`config.mk`:
```
export PLATFORM = sky130hd
export DESIGN_NAME = freq_gen_block
export DESIGN_NICKNAME = d
export VERILOG_FILES = /design/src/rtl/freq_gen_block.sv
export SDC_FILE = /design/constraint.sdc
export NUM_CORES = 1
export LEC_CHECK = 0
export CORE_MARGIN = 2
export CORE_UTILIZATION = 55
export DETAILED_ROUTE_END_ITERATION = 16
export PLACE_DENSITY = 0.8
export SKIP_LAST_GASP = 1
export SYNTH_ARGS = -nofsm -noshare
export SYNTH_HDL_FRONTEND = slang
export SYNTH_SLANG_ARGS = --single-unit
```
`constraint.sdc`:
```
create_clock -name i_ref_clk -period 3.76 [get_ports i_ref_clk]
set_clock_uncertainty 0.05 [all_clocks]
set_input_delay 0.752 -clock i_ref_clk [delete_from_list [all_inputs] [get_ports i_ref_clk]]
set_output_delay 0.752 -clock i_ref_clk [all_outputs]
set_load 0.005 [all_outputs]
```
`src/rtl/freq_gen_block.sv`:
```
// rtl/freq_gen_block.sv - programmable square-wave generator (phase-accumulator NCO)
//
// Software requests an output frequency in kHz. A restoring divider computes
// inc = floor(freq_khz * 2^C_ACC_W / REF_KHZ). The phase accumulator advances by inc
// every clock, and its registered MSB drives o_gen_clk.
//
// Optional feature macro: FREQ_GEN_SYNC_APPLY_EN. When it is defined, a new increment
// takes effect only on an accumulator wrap, so period changes are glitch-free.
//
// Ports:
//   i_ref_clk      in   1   reference clock (sole clock)
//   i_rst_n        in   1   asynchronous active-low reset
//   i_freq_khz     in   20  requested output frequency, kHz
//   i_freq_load    in   1   single-cycle request strobe
//   o_busy         out  1   increment computation in progress
//   o_err          out  1   single-cycle pulse: request rejected
//   o_freq_active  out  20  frequency (kHz) currently generated
//   o_gen_clk      out  1   generated square wave
module freq_gen_block #(
  parameter int C_REF_FREQ = 100000000,
  parameter int C_ACC_W    = 32
) (
  input  logic        i_ref_clk,
  input  logic        i_rst_n,
  input  logic [19:0] i_freq_khz,
  input  logic        i_freq_load,
  output logic        o_busy,
  output logic        o_err,
  output logic [19:0] o_freq_active,
  output logic        o_gen_clk
);

  localparam int REF_KHZ = C_REF_FREQ / 1000;
  localparam int DW      = 20 + C_ACC_W;        // dividend / quotient width
  localparam int RW      = 33;                  // shifted remainder width (< 2*divisor)
  localparam int CW      = $clog2(DW + 1);

  localparam logic [RW-1:0] DIVISOR  = RW'(REF_KHZ);
  localparam logic [31:0]   HALF_REF = 32'(REF_KHZ / 2);

  localparam logic [1:0] S_IDLE  = 2'd0;
  localparam logic [1:0] S_DIV   = 2'd1;
  localparam logic [1:0] S_APPLY = 2'd2;

  logic [1:0]         state_q, state_d;
  logic [CW-1:0]      cnt_q, cnt_d;
  logic [DW-1:0]      dvd_q, dvd_d;      // dividend shifts out the top, quotient shifts in the bottom
  logic [RW-2:0]      rem_q, rem_d;
  logic [19:0]        req_q, req_d;
  logic [C_ACC_W-1:0] inc_q, inc_d;
  logic [C_ACC_W-1:0] acc_q, acc_d;
  logic [19:0]        freq_q, freq_d;
  logic               gen_q, gen_d;
  logic               busy_q, busy_d;
  logic               err_q, err_d;

  logic [RW-1:0]      rem_sh;
  logic               rem_ge;
  logic               apply_ok;
`ifdef FREQ_GEN_SYNC_APPLY_EN
  logic [C_ACC_W:0]   acc_sum;
`endif

  always_comb begin
    state_d = state_q;
    cnt_d   = cnt_q;
    dvd_d   = dvd_q;
    rem_d   = rem_q;
    req_d   = req_q;
    inc_d   = inc_q;
    freq_d  = freq_q;
    busy_d  = busy_q;
    err_d   = 1'b0;

    rem_sh  = {rem_q, dvd_q[DW-1]};
    rem_ge  = (rem_sh >= DIVISOR);

`ifdef FREQ_GEN_SYNC_APPLY_EN
    acc_sum  = {1'b0, acc_q} + {1'b0, inc_q};
    // Switch on the carry out of the add, or at once when the output is idle.
    apply_ok = acc_sum[C_ACC_W] || (inc_q == '0);
`else
    apply_ok = 1'b1;
`endif

    case (state_q)
      S_IDLE: begin
        if (i_freq_load) begin
          if ({12'b0, i_freq_khz} >= HALF_REF) begin
            err_d = 1'b1;
          end else begin
            req_d   = i_freq_khz;
            dvd_d   = {i_freq_khz, {C_ACC_W{1'b0}}};
            rem_d   = '0;
            cnt_d   = '0;
            busy_d  = 1'b1;
            state_d = S_DIV;
          end
        end
      end
      S_DIV: begin
        err_d = i_freq_load;
        rem_d = rem_ge ? (RW-1)'(rem_sh - DIVISOR) : (RW-1)'(rem_sh);
        dvd_d = {dvd_q[DW-2:0], rem_ge};
        cnt_d = cnt_q + 1'b1;
        if (cnt_q == CW'(DW - 1)) state_d = S_APPLY;
      end
      S_APPLY: begin
        err_d = i_freq_load;
        if (apply_ok) begin
          inc_d   = dvd_q[C_ACC_W-1:0];
          freq_d  = req_q;
          busy_d  = 1'b0;
          state_d = S_IDLE;
        end
      end
      default: state_d = S_IDLE;
    endcase

    // A zero increment parks the accumulator at 0 so that the output stays low.
    if (inc_q == '0) begin
      acc_d = '0;
      gen_d = 1'b0;
    end else begin
`ifdef FREQ_GEN_SYNC_APPLY_EN
      acc_d = acc_sum[C_ACC_W-1:0];
`else
      acc_d = acc_q + inc_q;
`endif
      gen_d = acc_q[C_ACC_W-1];
    end
  end

  always_ff @(posedge i_ref_clk or negedge i_rst_n) begin
    if (!i_rst_n) begin
      state_q <= S_IDLE;
      cnt_q   <= '0;
      dvd_q   <= '0;
      rem_q   <= '0;
      req_q   <= '0;
      inc_q   <= '0;
      acc_q   <= '0;
      freq_q  <= '0;
      gen_q   <= 1'b0;
      busy_q  <= 1'b0;
      err_q   <= 1'b0;
    end else begin
      state_q <= state_d;
      cnt_q   <= cnt_d;
      dvd_q   <= dvd_d;
      rem_q   <= rem_d;
      req_q   <= req_d;
      inc_q   <= inc_d;
      acc_q   <= acc_d;
      freq_q  <= freq_d;
      gen_q   <= gen_d;
      busy_q  <= busy_d;
      err_q   <= err_d;
    end
  end

  assign o_busy        = busy_q;
  assign o_err         = err_q;
  assign o_freq_active = freq_q;
  assign o_gen_clk     = gen_q;

endmodule

```
==> results.yml <==
job:
  drv_cap: 0
floorplanning:
  die-area_sq_mm: 0.0188
  die_w_um: 137
  boundaryPins: 46
  start_util_pct: 56.2
  coreArea_sq_mm: 0.0173
  die_h_um: 137
  rows: 48
detailed_routing:
  drt_wl_total_um: 19700
  vias_per_cell: 5.88
  drc: 0
  antenna_left: 0
  vias: 6926
  routedWlPerCell_um: 16.7
  dr.first_iter.drc_count: 379
  drt_pre_antenna_iters: 5
global_routing:
  grt_max_degree: 97
  grt_overflow: 0
  grt_pass1_vias: 6947
  grt.total_usage_pct: 22.5
  grt_pass1_wl_um: 33700
  antenna_found_initial: 0
sta:
  setup_viol: 0
  slew_headroom_pct: 31.2
  finalCritPeriodShare_pct: 80.8
  max_freq_mhz: 329
  finalHoldViolCount: 0
  setup_tns_ns: 0
  tightest_slew_ns: 1.03
  layout_min_cycle_time_ns: 3.04
  whs_ns: 0.331
  report.final.slew_viol_count: 0
  rsz0062_at_grt: "no"
clocking:
  cts_made_buffers: 17
  numClockSinks: 199
  clk_pin_slew_ns: 0.08
  clock_latency_ns: 0.43
  cts_root_buffer: "clkbuf_16"
  cts-hold-fix-buffers: 0
  cts_tree: "yes"
  h-tree-depth: 4
  postCtsSetupBuffers: 0
  clk_path_buf_depth: 2
  post_cts_resized: 0
setup_path:
  worstPathRequired_ns: 4.01
  crit_start: "inc_q[13]"
  max_stage_delay_ns: 0.44
  critPathBufInv: 0
  critPathTopFamily: "simple AND/OR/NAND/NOR gates"
  path_cells: "ha_1, nand3_1, nor2_1, o211ai_1, and4_1, or2_1, or3_1, a41o_1, nor4_1"
  r2r_cells: 9
  worst-path-max-fanout: 7
  r2r_start: "inc_q[13]"
  cp_slowest_cell: "ha_1"
  endpoint_kind: "flip-flop"
  path_depth: 9
  crit_path_start_kind: "flip-flop"
  arrival_ns: 3.29
  path_class: "flip-flop to flip-flop"
power:
  power_density_mw_per_mm2: 472
  p_leak_nw: 5.18
  peakVddDrop_v: 0.000394
logic_synthesis:
  syn_area_per_cell_sq_um: 10.7
  synth_fp_nets: 968
  ys_seq_elements: 199
  async_flop_share_pct: 100
  netlist_instances: 906
  ys_dominant_reg_cell: "dfrtp_1"
  synth_edf_count: 0
  synthesis.area_sq_mm: 0.00973
  ys_types: 56
  yosysSeqAreaShare_pct: 51.2
  synth_top_area_share_pct: 51.2
  ys_warn_count: 0
  synth.largest_area_cell: "dfrtp_1"
  synth_top_cells_by_area: "dfrtp_1 51%, mux2_2 7.8%, ha_1 4.9%, a22o_1 3.6%, nand2_1 3.4%"
min_path:
  hold_class: "input port to asynchronous set/reset pin"
layout:
  n_antenna_cell: 0
  drive_gt1_share_pct: 13.3
  area_growth_pct: 13.4
  nNetsFinal: 1001
placed_design:
  dp_hpwl_um: 12800
  numPortBuffers: 45
  gp_congestion: 0.915
status:
  outcome: "finished, final reports clean"
-- synth_stat cells, types with 3 or more instances --
library cell and count:
ha_1 38, inv_1 16, dfrtp_1 199, nor4_1 17
mux2i_1 23, nand3_1 14, and3_1 3, a21oi_1 42
xnor2_1 32, nor2_1 61, nand4_1 8, a21o_1 20
nand2_1 87, o21a_1 7, mux2_2 67, nor2b_1 12
a22o_1 40, nor3_1 14, nor4b_1 4, o21ai_0 44
nand2b_1 6, o211ai_1 8, a31oi_1 5, clkbuf_1 41
nor3b_1 3, o21ai_1 31, or3_1 7, buf_2 3
xor2_1 17
-- state kept, by name, summed over array words and instances, names as in the netlist --
| register | flops |
|---|---|
| dvd_q | 52 |
| acc_q | 32 |
| inc_q | 32 |
| rem_q | 32 |
| o_freq_active | 20 |
| req_q | 20 |
| cnt_q | 6 |
| state_q | 2 |
| o_busy | 1 |
| o_err | 1 |
| o_gen_clk | 1 |
-- layout by cell type, fill, tap and decap left out, types with 23 or more instances in the layout --
master           count
ha_1                37
dfrtp_1            199
mux2_2              67
o21ai_1             30
o21ai_0             44
nor2_1              60
clkdlybuf4s50_1     44
nand2_1             87
mux2i_1             23
a21oi_1             41
a22o_1              40
xnor2_1             32
-- path summary, 6_finish.rpt --
kind / endpoint / slack (ns)
max in group asynchronous: rem_q[19] / 2.40
max: acc_q[31] / 0.72
max reg2reg: acc_q[31] / 0.72
min in group i_ref_clk: dvd_q[40] / 0.43
min: o_freq_active[11] / 0.33
min reg2reg: dvd_q[40] / 0.43
-- kinds of logic (layout without fill, tap and decap cells) --
| group | after synthesis | count (layout) | synth area share, % |
|---|---|---|---|
| AND/OR/NAND/NOR | 249 | 249 | 12.3 |
| AO/OA/AOI/OAI | 218 | 218 | 14.4 |
| flip-flops | 199 | 199 | 51.2 |
| multiplexers | 90 | 90 | 10.1 |
| buffers and inverters | 62 | 108 | 2.43 |
| XOR/XNOR | 49 | 49 | 4.41 |
| adder cells (fa/ha/maj) | 39 | 39 | 5.09 |
-- metrics by stage --
step | total power, mW | std cells | cell area [sq um] | setup slack [ns] | util (%)
after detailed placement | 3.43 | 1145 | 10500 | 0.485 | 60.4
after global placement | 3.40 | 1145 | 10500 | 0.528 | 60.4
after floorplan | 3.11 | 906 | 9730 | 0.945 | -
final | 5.21 | 1177 | 11000 | 0.721 | 63.7
after global routing | 5.44 | 1177 | 11000 | 0.524 | 63.7
after CTS | 5.23 | 1177 | 11000 | 0.756 | 63.7
-- layer usage --
metal  track usage (%)  share of wire [%]
met5                 0                  0
met4              7.39                1.7
met3              3.48                3.6
met2              36.2                 48
met1              31.5                 47
-- area by class of cell --
class,count,area [sq um]
Clock buffer,18,439
Tap cell,225,282
Timing Repair Buffer,60,592
Inverter,16,60.1
Multi-Input combinational cell,645,4540
Clock inverter,14,135
Fill cell,1318,6270
Sequential cell,199,4980
-- where the power goes --
group / internal [mW] / switching [mW] / total, mW / leakage (nW)
registers: 2.32 / 0.121 / 2.44 / 2.73
logic: 0.348 / 0.611 / 0.959 / 2.18
clock network: 0.949 / 0.857 / 1.81 / 0.282
total: 3.62 / 1.59 / 5.21 / 5.18
No activity file was read; power rests on OpenSTA's default activity.
